--- src/rtl/wb_dma_pkg.sv ---
// Shared constants for the single-channel Wishbone DMA: register offsets,
// CTRL/STAT bit positions, master FSM encoding and the status word packer.
package wb_dma_pkg;

  localparam logic [1:0] REG_SRC  = 2'd0;
  localparam logic [1:0] REG_DST  = 2'd1;
  localparam logic [1:0] REG_LEN  = 2'd2;
  localparam logic [1:0] REG_CTRL = 2'd3;

  localparam int CTL_START   = 0;
  localparam int CTL_SRC_INC = 1;
  localparam int CTL_DST_INC = 2;
  localparam int CTL_IRQ_EN  = 3;
  localparam int CTL_ABORT   = 4;
  localparam int CTL_CLEAR   = 5;

  localparam int STA_BUSY    = 0;
  localparam int STA_DONE    = 1;
  localparam int STA_ERR     = 2;
  localparam int STA_IRQ_EN  = 3;
  localparam int STA_SRC_INC = 4;
  localparam int STA_DST_INC = 5;

  localparam logic [2:0] ST_IDLE    = 3'd0;
  localparam logic [2:0] ST_RD_REQ  = 3'd1;
  localparam logic [2:0] ST_RD_WAIT = 3'd2;
  localparam logic [2:0] ST_WR_REQ  = 3'd3;
  localparam logic [2:0] ST_WR_WAIT = 3'd4;
  localparam logic [2:0] ST_GAP     = 3'd5;

  localparam int DMA_WORD_BYTES = 4;

  function automatic logic [31:0] pack_stat(input logic busy, input logic done,
                                            input logic err, input logic irq_en,
                                            input logic src_inc, input logic dst_inc);
    logic [31:0] s;
    s              = '0;
    s[STA_BUSY]    = busy;
    s[STA_DONE]    = done;
    s[STA_ERR]     = err;
    s[STA_IRQ_EN]  = irq_en;
    s[STA_SRC_INC] = src_inc;
    s[STA_DST_INC] = dst_inc;
    return s;
  endfunction

endpackage

--- src/rtl/wb_dma_regs.sv ---
// Wishbone slave register file for the DMA: SRC/DST/LEN/CTRL decode,
// done/err status bits and the level interrupt.
module wb_dma_regs
  import wb_dma_pkg::*;
#(
  parameter int LEN_W = 16
) (
  input  logic             clk,
  input  logic             rst,
  input  logic [31:0]      wbs_adr,
  input  logic [31:0]      wbs_dat_i,
  output logic [31:0]      wbs_dat_o,
  input  logic [3:0]       wbs_sel,
  input  logic             wbs_cyc,
  input  logic             wbs_stb,
  input  logic             wbs_we,
  output logic             wbs_ack,
  input  logic             busy,
  input  logic             done_set,
  input  logic             err_set,
  output logic [31:0]      src,
  output logic [31:0]      dst,
  output logic [LEN_W-1:0] len,
  output logic             src_inc,
  output logic             dst_inc,
  output logic             start,
  output logic             abort,
  output logic             irq
);

  logic        acc, wr, ctrl_wr;
  logic [1:0]  sel;
  logic        done, err, irq_en;
  logic [31:0] rd_mux;
  logic        unused_bits;

  assign unused_bits = ^{wbs_adr[31:4], wbs_adr[1:0], wbs_sel};

  assign acc     = wbs_cyc & wbs_stb;
  assign wr      = acc & wbs_we;
  assign sel     = wbs_adr[3:2];
  assign ctrl_wr = wr && (sel == REG_CTRL);

  // Start is honoured only from idle; abort only while a transfer runs, so a
  // combined start+abort write from idle simply starts.
  assign start = ctrl_wr & wbs_dat_i[CTL_START] & ~busy;
  assign abort = ctrl_wr & wbs_dat_i[CTL_ABORT] & busy;
  assign irq   = done & irq_en;

  always_comb begin
    rd_mux = '0;
    case (sel)
      REG_SRC:  rd_mux = src;
      REG_DST:  rd_mux = dst;
      REG_LEN:  rd_mux = 32'(len);
      REG_CTRL: rd_mux = pack_stat(busy, done, err, irq_en, src_inc, dst_inc);
      default:  rd_mux = '0;
    endcase
  end

  always_ff @(posedge clk) begin
    if (rst) begin
      wbs_ack   <= 1'b0;
      wbs_dat_o <= '0;
      src       <= '0;
      dst       <= '0;
      len       <= '0;
      src_inc   <= 1'b0;
      dst_inc   <= 1'b0;
      irq_en    <= 1'b0;
      done      <= 1'b0;
      err       <= 1'b0;
    end else begin
      wbs_ack <= acc;
      if (acc) wbs_dat_o <= rd_mux;
      if (wr && !busy) begin
        case (sel)
          REG_SRC:  src <= {wbs_dat_i[31:2], 2'b00};
          REG_DST:  dst <= {wbs_dat_i[31:2], 2'b00};
          REG_LEN:  len <= wbs_dat_i[LEN_W-1:0];
          REG_CTRL: begin
            src_inc <= wbs_dat_i[CTL_SRC_INC];
            dst_inc <= wbs_dat_i[CTL_DST_INC];
          end
          default: ;
        endcase
      end
      if (ctrl_wr) irq_en <= wbs_dat_i[CTL_IRQ_EN];
      // Later assignments win: a hardware set beats a same-cycle software clear.
      if (ctrl_wr && wbs_dat_i[CTL_CLEAR]) begin
        done <= 1'b0;
        err  <= 1'b0;
      end
      if (start) begin
        done <= (len == '0);
        err  <= 1'b0;
      end
      if (done_set) done <= 1'b1;
      if (err_set)  err  <= 1'b1;
    end
  end

endmodule

--- src/rtl/wb_dma_ctrl.sv ---
// Single-channel Wishbone DMA: register port plus a pipelined master that
// copies one word per read/write pair, releasing the bus for a cycle between words.
module wb_dma_ctrl
  import wb_dma_pkg::*;
#(
  parameter int LEN_W      = 16,
  parameter int RD_TIMEOUT = 255
) (
  input  logic        clk,
  input  logic        rst,
  input  logic [31:0] wbs_adr,
  input  logic [31:0] wbs_dat_i,
  output logic [31:0] wbs_dat_o,
  input  logic [3:0]  wbs_sel,
  input  logic        wbs_cyc,
  input  logic        wbs_stb,
  input  logic        wbs_we,
  output logic        wbs_ack,
  output logic        wbs_stall,
  output logic [31:0] wbm_adr,
  output logic [31:0] wbm_dat_o,
  input  logic [31:0] wbm_dat_i,
  output logic [3:0]  wbm_sel,
  output logic        wbm_cyc,
  output logic        wbm_stb,
  output logic        wbm_we,
  input  logic        wbm_ack,
  input  logic        wbm_stall,
  output logic        irq
);

  localparam int TMO_W = (RD_TIMEOUT > 1) ? $clog2(RD_TIMEOUT) : 1;
  localparam logic [TMO_W-1:0] TMO_LAST = TMO_W'((RD_TIMEOUT > 0) ? RD_TIMEOUT - 1 : 0);
  localparam bit TMO_EN = (RD_TIMEOUT != 0);

  logic [2:0]       state, state_nxt;
  logic [31:0]      cur_src, cur_dst, dbuf;
  logic [LEN_W-1:0] cnt;
  logic [TMO_W-1:0] tmo;
  logic             abort_pend, tmo_hit, done_set, err_set, busy;
  logic [31:0]      src, dst;
  logic [LEN_W-1:0] len;
  logic             src_inc, dst_inc, start, abort;

  wb_dma_regs #(.LEN_W(LEN_W)) u_regs (
    .clk      (clk),
    .rst      (rst),
    .wbs_adr  (wbs_adr),
    .wbs_dat_i(wbs_dat_i),
    .wbs_dat_o(wbs_dat_o),
    .wbs_sel  (wbs_sel),
    .wbs_cyc  (wbs_cyc),
    .wbs_stb  (wbs_stb),
    .wbs_we   (wbs_we),
    .wbs_ack  (wbs_ack),
    .busy     (busy),
    .done_set (done_set),
    .err_set  (err_set),
    .src      (src),
    .dst      (dst),
    .len      (len),
    .src_inc  (src_inc),
    .dst_inc  (dst_inc),
    .start    (start),
    .abort    (abort),
    .irq      (irq)
  );

  assign busy    = (state != ST_IDLE);
  assign tmo_hit = TMO_EN && (tmo == TMO_LAST);

  // Handshake: a request is accepted on a cycle with stb=1 and stall=0; stb
  // drops the next cycle and exactly one ack is then awaited with cyc held.
  always_comb begin
    state_nxt = state;
    done_set  = 1'b0;
    err_set   = 1'b0;
    case (state)
      ST_IDLE:    if (start && len != '0) state_nxt = ST_RD_REQ;
      ST_RD_REQ:  if (!wbm_stall) state_nxt = ST_RD_WAIT;
      ST_RD_WAIT: begin
        if (wbm_ack) state_nxt = ST_WR_REQ;
        else if (tmo_hit) begin
          state_nxt = ST_IDLE;
          err_set   = 1'b1;
        end
      end
      ST_WR_REQ:  if (!wbm_stall) state_nxt = ST_WR_WAIT;
      ST_WR_WAIT: begin
        if (wbm_ack) state_nxt = ST_GAP;
        else if (tmo_hit) begin
          state_nxt = ST_IDLE;
          err_set   = 1'b1;
        end
      end
      ST_GAP: begin
        if (cnt == '0) begin
          state_nxt = ST_IDLE;
          done_set  = 1'b1;
        end else if (abort_pend || abort) begin
          state_nxt = ST_IDLE;
        end else begin
          state_nxt = ST_RD_REQ;
        end
      end
      default:    state_nxt = ST_IDLE;
    endcase
  end

  always_ff @(posedge clk) begin
    if (rst) begin
      state      <= ST_IDLE;
      cur_src    <= '0;
      cur_dst    <= '0;
      cnt        <= '0;
      dbuf       <= '0;
      tmo        <= '0;
      abort_pend <= 1'b0;
    end else begin
      state      <= state_nxt;
      abort_pend <= (abort_pend | abort) & (state_nxt != ST_IDLE);
      case (state)
        ST_IDLE: begin
          if (start) begin
            cur_src <= src;
            cur_dst <= dst;
            cnt     <= len;
          end
        end
        ST_RD_REQ, ST_WR_REQ: tmo <= '0;
        ST_RD_WAIT: begin
          tmo <= tmo + 1'b1;
          if (wbm_ack) dbuf <= wbm_dat_i;
        end
        ST_WR_WAIT: begin
          tmo <= tmo + 1'b1;
          if (wbm_ack) begin
            cnt <= cnt - 1'b1;
            if (src_inc) cur_src <= cur_src + 32'(DMA_WORD_BYTES);
            if (dst_inc) cur_dst <= cur_dst + 32'(DMA_WORD_BYTES);
          end
        end
        default: ;
      endcase
    end
  end

  assign wbs_stall = 1'b0;
  assign wbm_sel   = 4'hF;
  assign wbm_cyc   = (state == ST_RD_REQ) || (state == ST_RD_WAIT) ||
                     (state == ST_WR_REQ) || (state == ST_WR_WAIT);
  assign wbm_stb   = (state == ST_RD_REQ) || (state == ST_WR_REQ);
  assign wbm_we    = (state == ST_WR_REQ);
  assign wbm_dat_o = dbuf;
  assign wbm_adr   = ((state == ST_WR_REQ) || (state == ST_WR_WAIT)) ? cur_dst :
                     ((state == ST_RD_REQ) || (state == ST_RD_WAIT)) ? cur_src : '0;

endmodule
--- config.mk ---
export PLATFORM = sky130hd
export DESIGN_NAME = wb_dma_ctrl
export DESIGN_NICKNAME = d
export VERILOG_FILES = /design/src/rtl/wb_dma_pkg.sv /design/src/rtl/wb_dma_regs.sv /design/src/rtl/wb_dma_ctrl.sv
export SDC_FILE = /design/constraint.sdc
export NUM_CORES = 1
export LEC_CHECK = 0
export CAP_MARGIN = 20
export CORE_MARGIN = 2
export CORE_UTILIZATION = 53
export CTS_CLUSTER_SIZE = 30
export DETAILED_ROUTE_END_ITERATION = 10
export GPL_TIMING_DRIVEN = 0
export PLACE_DENSITY_LB_ADDON = 0.3
export SLEW_MARGIN = 25
export SYNTH_ARGS = -nofsm -noshare
export SYNTH_HDL_FRONTEND = slang
export SYNTH_SLANG_ARGS = --single-unit
--- constraint.sdc ---
create_clock -name clk -period 2.7 [get_ports clk]
set_input_delay 0.675 -clock clk [delete_from_list [all_inputs] [get_ports clk]]
set_output_delay 0.675 -clock clk [all_outputs]
set_load 0.01 [all_outputs]
* Word level (Yosys, flattened, before mapping)
Cells that the tools add are included.
** Word-level totals
- Flip-flop bits (word level) :: 238
** Operators by class
- Add/subtract/negate cells :: 4
- Equal/unequal tests :: 13
- Multiplexer cells :: 34
- Bitwise gates (word level) :: 10
- Reduce and logical (&&, ||, !) cells :: 32
** Operators with widths (number)
- 32-bit two-way mux :: 8
- 32-bit case mux with 2 select lines :: 2
- 32-bit case mux with 4 select lines :: 1
- 32-bit by 3-bit adder with 32-bit output (second input constant) :: 2
- 16-bit zero test :: 2
- 16-bit two-way mux :: 2
- 16-bit case mux with 2 select lines :: 1
- 3-bit two-way mux :: 6
- 3-bit case mux with 6 select lines :: 1
- 8-bit case mux with 2 select lines :: 1
- 16-bit nonzero test :: 1
- 16-bit by 1-bit subtractor with 16-bit output (second input constant) :: 1
- 1-bit two-way mux :: 12
- 3-bit nonzero test :: 4
- 2-bit AND reduction :: 5
- 8-bit by 1-bit adder with 8-bit output (second input constant) :: 1
- 1-bit bitwise AND :: 8
- 8-bit equality test (second input constant) :: 1
- 4-bit AND reduction :: 2
- 3-bit by 2-bit equality test with 1-bit output (second input constant) :: 2
- 3-bit equality test (second input constant) :: 2
- 1-bit logical OR :: 6
- 2-bit equality test (second input constant) :: 2
- 1-bit logical AND :: 4
- 12 further kinds :: 16

* Longest topological paths before layout
Gate-level depths: netlist of run 1.
- Word-level depth :: 11
- Depth in mapped cells :: 9
- Gate-level depth less buffers :: 7

* By module
Synthesis of run 1 repeated with hierarchy kept, for this count alone.
** Unflattened totals
- Cell total of the unflattened synthesis :: 1530
- Area total of the unflattened synthesis :: 11857.6 um^2
** By module, submodules not included
- wb_dma_ctrl :: instances 1, cells each 998, area an instance 7300.8 um^2
- wb_dma_regs :: instances 1, cells each 532, area an instance 4556.9 um^2

* Least setup slack after synthesis of run 1
Ideal clock, no wire load.
- Path kind :: reg2out
- Start :: register state[1]
- End :: output port wbm_adr[11]
- Arrival :: 1682 ps
- Required time :: 2025 ps
- Setup slack :: 343 ps
- Stages on the path, launching flop included :: 8
- Buffers on the path :: 4
- Path through :: dfxtp_1 buf_6 or3b_1 buf_2 buf_2 nand2_1 clkbuf_1 a22o_1
** Between the ends
- Longest elaborated chain between the ends :: 4
- Elaborated cells on any way between the ends :: 8
** Ends and longest elaborated chain
- from (decl) :: line wb_dma_ctrl.sv:36 : logic [2:0] state, state_nxt;
- from (signal assigned) :: line wb_dma_ctrl.sv:120 : state <= state_nxt;
- 3-bit by 1-bit equality test with 1-bit output / 3-bit by 2-bit equality test with 1-bit output (equally long branches) :: line wb_dma_ctrl.sv:156 : ((state == ST_RD_REQ) || (state == ST_RD_WAIT)) ? cur_src : '0;
- 1-bit logical OR :: line wb_dma_ctrl.sv:156
- 32-bit two-way mux :: line wb_dma_ctrl.sv:156
- 32-bit two-way mux (*) :: line wb_dma_ctrl.sv:155 : assign wbm_adr = ((state == ST_WR_REQ) || (state == ST_WR_WAIT)) ? cur_dst :
- to (decl) :: line wb_dma_ctrl.sv:20 : output logic [31:0] wbm_adr,
Mark *: on every way between the ends. The rest lies on a longest branch, timed or not.

* Worst setup path after layout of run 1
- Start :: register state[2]
- End :: output port wbm_adr[2]
Same word-level chain as after synthesis.

==> metrics.txt, run 1 <==
GPL Wtd Cong=1.02; Switching Power=1810 uW; crit path DAT=2.09 ns; sequential fraction of the synthesis area=0.403; non-filler instance count after layout=1995; root buffer cell=clkbuf_16; Initial Util=0.537; Async S/R FF share, synth=0; Hold WC Path Type=register to register; routing usage on met1=0.530; Setup crit end kind=primary output; P_int=6050 uW; initial antenna violation count=0; Cell variety after synth=80; max_cap viols=0; Final #Nets=1809; WS Path Type=register to primary output; crit share post-route=1.03; CORE AREA=21700 um2; clk slew on worst S/H paths=0.06 ns; DR vias=12916; placed wire-length estimate=34400 um; Longest Clk Path Bufs=3; final core utilization=0.683; Filler Cell Count=1827; Syn-to-layout area delta=27.3%; final period demand of the worst path=2.77 ns; dominant cell type by area after synthesis=dfxtp_1; Most used DFF post-synth=dfxtp_1; GRT overflow=0; final slew viol count=0; Synth top area share=0.403; Startpoint Class=register; P_leak=0.00516 uW; Cell Count Post-Placement=1942; flops & latches, synth=234; ant diodes=0; CP Data Required Time=2.03 ns; RSZ-0062 raised after global routing=yes; wire per inst=23.9 um; Critical Path Fanout Max=10; # clock sinks=234; most numerous cell in the Yosys netlist=nand2_1; P per Cell Area=531 nW/um2; clock latency on the worst-skew pair=0.54 ns; vias in the first global route=12183; Worst Clk Skew=0.0139 ns; Tot Pwr=7860 uW; GR Util All Layers=0.396; sequential share of power=0.448; routing usage on met2=0.620; CTS tree=yes; DRT Pass-1 Iters=6; die height=152 um; Commonest cells post-synth=281 x nand2_1, 234 x dfxtp_1, 173 x a21oi_1; setup ws final=-0.0688 ns; first-pass GRT wire length=72200 um; largest cells by area after synthesis=dfxtp_1 40%, nand2_1 9.1%, a21oi_1 7.4%; Post-route DRC=0; initial drt markers=1631; Rows=54; share of layout cells above drive strength 1=0.107; Ys Warns=0; IR Drop Worst-Case VDD=424 uV; Post-synth EDFFs=0; Comb pwr share=0.059; Final setup viols=19; failing checks=setup timing; met3 usage=0.0867; wirelength, routed=47700 um; synthesized area=11600 um2; largest net degree at the start of global routing=14; Final ANT Viol Nets=0; H-tree depth=1; Mean Syn Cell Area=7.83 um2; die area=23200 um2; Sw Share=0.230; FMAX=0.361 GHz; Tightest Pin Transition=1.08 ns; DIE WIDTH=152 um; clock share of power=0.493; number of vias per cell=6.47; Ports=213; Most Crowded Layer GR=met2; synthesized instance count=1487; run status=finished, violations left; cts bufs inserted=26; Buffers on Ports=170; Slew headroom=0.281; Final Hold Viols=0
[metal layers]
metal  vias up  part of all wire
li1       5756                 -
met1      6076              0.39
met2       912              0.43
met3       172              0.12
met4         0             0.051
met5         -                 0
[worst max-delay path, cell delays in order, from the launching register on]
cell and delay, ns:
dfxtp_2 0.33, buf_4 0.18, buf_8 0.17, nor2_4 0.24, clkbuf_4 0.28, a22o_1 0.20, buf_2 0.15
[logic make-up (layout without fill, tap and decap cells)]
logic type      Yosys count  in the layout  share of synthesized area
compound gates          414            414                      0.225
xor+xnor                  8              8                    0.00602
fa+ha+maj                 5              5                    0.00538
buf+inv                 139            362                     0.0547
flops                   234            234                      0.403
mux                      51             51                     0.0499
other cells               2              7                   0.000645
simple gates            634            634                      0.255
[metrics by stage]
stage,hold slack (ns),TNS [ns],cell area [um2],setup slack [ns]
floorplan,0.441,0,11700,0.343
global placement,0.441,-65.00,13700,-0.837
detailed placement,0.448,-69.12,13700,-0.788
CTS,0.455,-3.37,14800,-0.174
global route,0.474,-0.822,14800,-0.0679
finish,0.453,-0.485,14800,-0.0688
[layout make-up]
type                       instances  area (um2)  share of cell area
multi-input combinational       1119        6450               0.436
sequential                       234        4690               0.316
timing repair buffer             180        1670               0.112
clock buffer                      34         732              0.0494
buffer                           126         701              0.0473
tap                              280         350              0.0236
clock inverter                    12         188              0.0127
inverter                          10        37.5             0.00253
[flip-flops by register name, summed over array words and instances (netlist names), 3 cells and up]
name and flops:
state 3, u_regs.dst 30, tmo 8, cur_src 30, u_regs.len 16, cnt 16
u_regs.wbs_dat_o 32, wbm_dat_o 32, cur_dst 30, u_regs.src 30
[what timing repair did]
item,4_1_cts,5_1_grt
setup endpoints to repair,71,109
gates resized for setup,177,22
pin swaps,32,3
setup buffers,6,1
hold buffers,0,0
cloned,3,0
[power groups by stage]
stage	Combinational, uW	Clock, uW	Sequential (uW)
6_report	465	3880	3520
2_1_floorplan	197	0	3590
3_5_place_dp	446	0	3590
4_1_cts	451	3870	3520
3_3_place_gp	444	0	3590
5_1_grt	485	4020	3520
[cell usage in the layout (no fill, tap or decap), types with 6 or more instances in the layout]
master / instances
a22o_1: 32
or3_1: 10
a22oi_1: 21
nand2b_1: 14
buf_2: 44
dfxtp_1: 231
clkbuf_1: 72
inv_1: 10
o22ai_1: 11
and4_1: 8
clkdlybuf4s50_1: 137
o31ai_1: 7
nand3_1: 39
clkinv_2: 6
a21oi_1: 173
mux2i_1: 31
nand2_1: 279
or4_1: 11
xor2_1: 6
nor3_1: 35
and3_1: 14
o21ai_0: 56
a31oi_1: 14
a21o_1: 7
clkbuf_8: 6
buf_1: 8
clkbuf_16: 30
nor2_1: 130
mux2_2: 16
nor4_1: 21
o32ai_1: 8
conb_1: 7
and2_1: 16
buf_4: 17
clkbuf_2: 10
o21a_1: 6
a211oi_1: 30
nand4_1: 25
[final timing paths]
check                                   from                    endpoint  slack (ns)  cells past startpoint
hold / removal    wbm_dat_o[29]$_SDFFE_PP0P_  wbm_dat_o[29]$_SDFFE_PP0P_        0.45                      2
setup / recovery         state[2]$_SDFF_PP0_                  wbm_adr[2]       -0.07                      6
setup reg to reg         state[2]$_SDFF_PP0_    cur_src[16]$_SDFFE_PP0P_        0.01                      7
hold reg to reg   wbm_dat_o[29]$_SDFFE_PP0P_  wbm_dat_o[29]$_SDFFE_PP0P_        0.45                      2
(Power assumes the default switching activity.)
==> run 2, diff against run 1 <==
CAP_MARGIN = default   (was 20)
GPL_TIMING_DRIVEN = default   (was 0)
==> run 2 against run 1 <==
Net effect:
- the run now ends clean
- combinational power decreased by 8.6%
- non-clock buffer count down 55
- via count down 6.7%
- die area did not move
- count of clock-buffer cells in the layout increased by 7
- total power is 3.0% lower
- fmax is 3.3% higher
- worst setup slack better by 0.087 ns
- critical endpoint is now wbm_adr[30]
- largest cell class unchanged
==> metrics.txt, run 2 (synthesized netlist as in run 1, its figures left out) <==
Top Family by Delay on Critical Path=buffers and inverters; Final setup viols=0; cts bufs inserted=26; FMAX=0.373 GHz; most frequent cells in the layout=279 x nand2_1, 232 x dfxtp_1, 173 x a21oi_1, 138 x clkdlybuf4s50_1, 130 x nor2_1; CTS tree=yes; die height=152 um; RSZ-0062 raised after global routing=yes; share of layout cells above drive strength 1=0.122; hold buffers post-CTS=0; crit-path most repeated cell=buf_12; die area=23200 um2; non-filler instance count after layout=1941; Critical Path Fanout Max=8; register area=4690 um2; Hold WC Path Type=input pin to register; GPL Wtd Cong=0.918; Final #Nets=1754; P per Cell Area=512 nW/um2; Startpoint Class=register; final slew viol count=0; Worst Path Buf+Inv=4; most common cell after layout, fill and taps aside=nand2_1; H-tree depth=1; P_leak=0.00514 uW; DRT Pass-1 Iters=5; initial antenna violation count=0; crit path DAT=2.01 ns; max_cap viols=0; Longest Clk Path Bufs=3; Final Hold Viols=0; initial drt markers=1324; DR vias=12053; Critical-path top delay cell=dfxtp_1; root buffer cell=clkbuf_16; Rows=54; WS Path Type=register to primary output; ant diodes=0; GRT overflow=0; number of vias per cell=6.21; clock latency on the worst-skew pair=0.54 ns; first-pass GRT wire length=58500 um; Ports=213; largest net degree at the start of global routing=127; Slew headroom=0.483; Worst Clk Skew=0.0195 ns; crit share post-route=0.993; GR Util All Layers=0.300; post-route cell area=14900 um2; Filler Cell Count=1748; Post-route DRC=0; setup ws final=0.0186 ns; placed wire-length estimate=24900 um; DIE WIDTH=152 um; vias in the first global route=11206; run status=completed; Buffers on Ports=171; Cell Count Post-Placement=1883; crit path cell chain=buf_12, xnor2_4, nor2_4, buf_12, clkbuf_16, a22o_1, clkdlybuf4s15_2; Tightest Pin Transition=0.769 ns; IR Drop Worst-Case VDD=572 uV; clk slew on worst S/H paths=0.06 ns; final period demand of the worst path=2.68 ns; wirelength, routed=36900 um; DP Worst Slack=-0.0286 ns; # clock sinks=234; Tot Pwr=7630 uW; Setup crit end kind=primary output; multi-input gate area in the final layout=6440 um2; Final ANT Viol Nets=0; Syn-to-layout area delta=27.9%; Post-DP Area=13800 um2; CORE AREA=21700 um2; Initial Util=0.537; Max stage delay on crit path=0.34 ns; wire per inst=19.0 um; CP Data Required Time=2.03 ns
-- run 2: changes by cell type in the layout (fill, tap and decap cells not counted), moves of 5 or more --
cell,previous run,this run
buf_4,17,59
buf_2,44,8
clkbuf_1,72,5
buf_1,8,0
clkbuf_2,10,15
buf_12,1,14
-- run 2: worst paths after layout --
kind	end	slack, ns	depth (start not counted)	from
setup reg to reg	cur_dst[28]$_SDFFE_PP0P_	0.30	6	cur_dst[2]$_SDFFE_PP0P_
setup / recovery	wbm_adr[30]	0.02	7	state[1]$_SDFF_PP0_
hold reg to reg	wbm_dat_o[5]$_SDFFE_PP0P_	0.45	2	wbm_dat_o[5]$_SDFFE_PP0P_
hold / removal	wbm_dat_o[24]$_SDFFE_PP0P_	0.45	2	rst
-- run 2: power breakdown --
group          total [uW]  switching, uW  internal [uW]
Clock                3690           1450           2230
Combinational         425            221            204
Sequential           3520           30.9           3480
Total                7630           1700           5920
-- run 2: per-stage QoR --
step | utilization | hold WS (ns) | TNS, ns
after global routing | 0.686 | 0.455 | -0.0398
after global placement | 0.637 | 0.440 | 0
after CTS | 0.682 | 0.442 | 0
after detailed placement | 0.637 | 0.448 | -0.0437
final | 0.686 | 0.449 | 0
after floorplan | - | 0.441 | 0
-- run 2: worst register-to-register path: stages, from the launching register on --
cell,delay (ns)
dfxtp_1,0.47
ha_1,0.25
nand3_1,0.29
nor4_4,0.51
nand4_1,0.20
or4_1,0.44
a31oi_1,0.16
-- run 2: cell type report --
type | instances | share of cell area
well taps | 280 | 0.0235
multi-input cells | 1119 | 0.433
clock inverters | 6 | 0.00614
clock buffers | 41 | 0.0542
repair buffers | 251 | 0.166
flip-flops and latches | 234 | 0.315
inverters | 10 | 0.00252
-- run 2: layer usage --
layer / part of all wire / global-route usage / vias to the layer above / routed length, um
met5: 0 / 0 / - / 0
met4: 0.029 / 0.0886 / 0 / 1080
li1: - / - / 5647 / -
met3: 0.11 / 0.0697 / 88 / 3890
met2: 0.46 / 0.484 / 626 / 16900
met1: 0.41 / 0.402 / 5692 / 15100
-- run 2: repair_timing --
item | in CTS | in global routing
gates cloned | 1 | 4
gates resized for setup | 80 | 37
buffers inserted | 1 | 5
pin swaps | 1 | 2
endpoints found under the setup margin | 31 | 31
==> run 3, diff against run 2 <==
SKIP_LAST_GASP = 1   (was default)
==> run 3 against run 2 <==
Net effect:
- the flow now finishes with violations (setup timing)
- sequential share of layout area up 0.31 points
- final cell count down 0.41%
- clock skew down 0.0020 ns
- total power down 0.14%
- worst setup slack worse by 0.021 ns
- sequential power about the same
- first-iteration DRC count down 6.0%
- non-clock buffer count down 8
- global-route usage about the same
- final area down 1.0%
- via count down 1.1%
- critical path type unchanged
- critical endpoint is now wbm_adr[31]
==> metrics.txt, run 3 (synthesized netlist as in run 1, its figures left out) <==
wire per inst=18.7 um; number of vias per cell=6.17; most frequent cells in the layout=279 x nand2_1, 232 x dfxtp_1, 173 x a21oi_1, 138 x clkdlybuf4s50_1, 130 x nor2_1; Setup crit end kind=primary output; most common cell after layout, fill and taps aside=nand2_1; GR Util All Layers=0.300; Worst Hold Slack=0.450 ns; GRT overflow=0; die height=152 um; Syn-to-layout area delta=26.6%; Initial Util=0.537; initial antenna violation count=0; clock latency on the worst-skew pair=0.54 ns; Slew headroom=0.480; setup TNS=-0.00402 ns; ant diodes=0; H-tree depth=1; Hold WC Path Type=input pin to register; P per Cell Area=517 nW/um2; Final setup viols=2; root buffer cell=clkbuf_16; share of layout cells above drive strength 1=0.118; Longest Clk Path Bufs=3; crit path DAT=2.03 ns; Tightest Pin Transition=0.772 ns; run status=finished, violations left; Final #Nets=1746; CORE AREA=21700 um2; setup ws final=-0.00216 ns; Startpoint Class=register; Tot Pwr=7620 uW; Buffers on Ports=171; # clock sinks=234; IR Drop Worst-Case VDD=572 uV; Cell Count Post-Placement=1883; wirelength, routed=36100 um; clk slew on worst S/H paths=0.06 ns; Post-route DRC=0; cts bufs inserted=26; CTS tree=yes; Worst Clk Skew=0.0175 ns; hold buffers post-CTS=0; GPL Wtd Cong=0.918; largest net degree at the start of global routing=127; P_leak=0.00506 uW; DRT Pass-1 Iters=5; initial drt markers=1244; crit share post-route=1.00; Final ANT Viol Nets=0; Ports=213; first-pass GRT wire length=58500 um; Critical Path Fanout Max=8; DR vias=11925; RSZ-0062 raised after global routing=yes; placed wire-length estimate=24900 um; Rows=54; final slew viol count=0; Final Hold Viols=0; final period demand of the worst path=2.70 ns; vias in the first global route=11205; FMAX=0.370 GHz; non-filler instance count after layout=1933; WS Path Type=register to primary output; final core utilization=0.679; failing checks=setup timing; max_cap viols=0; DIE WIDTH=152 um; die area=23200 um2; CP Data Required Time=2.03 ns
-- run 3: final timing paths --
path | startpoint | endpoint | slack (ns) | depth (start not counted)
setup / recovery | state[2]$_SDFF_PP0_ | wbm_adr[31] | -0.002 | 5
hold / removal | rst | wbm_dat_o[24]$_SDFFE_PP0P_ | 0.45 | 2
setup reg to reg | cur_dst[2]$_SDFFE_PP0P_ | cur_dst[28]$_SDFFE_PP0P_ | 0.37 | 6
hold reg to reg | wbm_dat_o[6]$_SDFFE_PP0P_ | wbm_dat_o[6]$_SDFFE_PP0P_ | 0.45 | 2
-- run 3: critical path, cell delays in order, from the launching register on --
cell	delay (ns)
dfxtp_2	0.35
or3b_4	0.42
nand2_8	0.13
buf_12	0.15
a22o_1	0.19
clkdlybuf4s15_2	0.24
-- run 3: report_power, final --
group | total, uW | switching, uW | internal, uW | leakage (uW)
sequential | 3520 | 30.7 | 3490 | 0.00189
clock | 3680 | 1450 | 2230 | 0.000445
combinational | 422 | 220 | 202 | 0.00273
total | 7620 | 1700 | 5920 | 0.00506
-- run 3: through the flow --
stage / setup slack (ns) / instance area (um2)
final: -0.00216 / 14700
after detailed placement: -0.0286 / 13800
after global placement: 0.0632 / 13800
after floorplan: 0.343 / 11700
after global routing: -0.0518 / 14700
after CTS: -0.0575 / 14800
-- run 3: cell type report --
class / count / area, um2
fill: 1769 / 6960
multi-input combinational: 1119 / 6410
sequential: 234 / 4690
timing repair buffer: 243 / 2350
clock buffer: 41 / 807
tap: 280 / 350
clock inverter: 6 / 91.3
inverter: 10 / 37.5
-- run 3: routing by layer --
metal / track usage / share of wire
met3: 0.0694 / 0.10
met4: 0.0886 / 0.026
met1: 0.402 / 0.42
met5: 0 / 0
met2: 0.485 / 0.46
-- run 3: repair_timing --
item | CTS | global route
endpoints found under the setup margin | 31 | 31
gates resized for setup | 77 | 29
setup buffers | 1 | 0
pin swaps | 1 | 2
cloned | 1 | 1
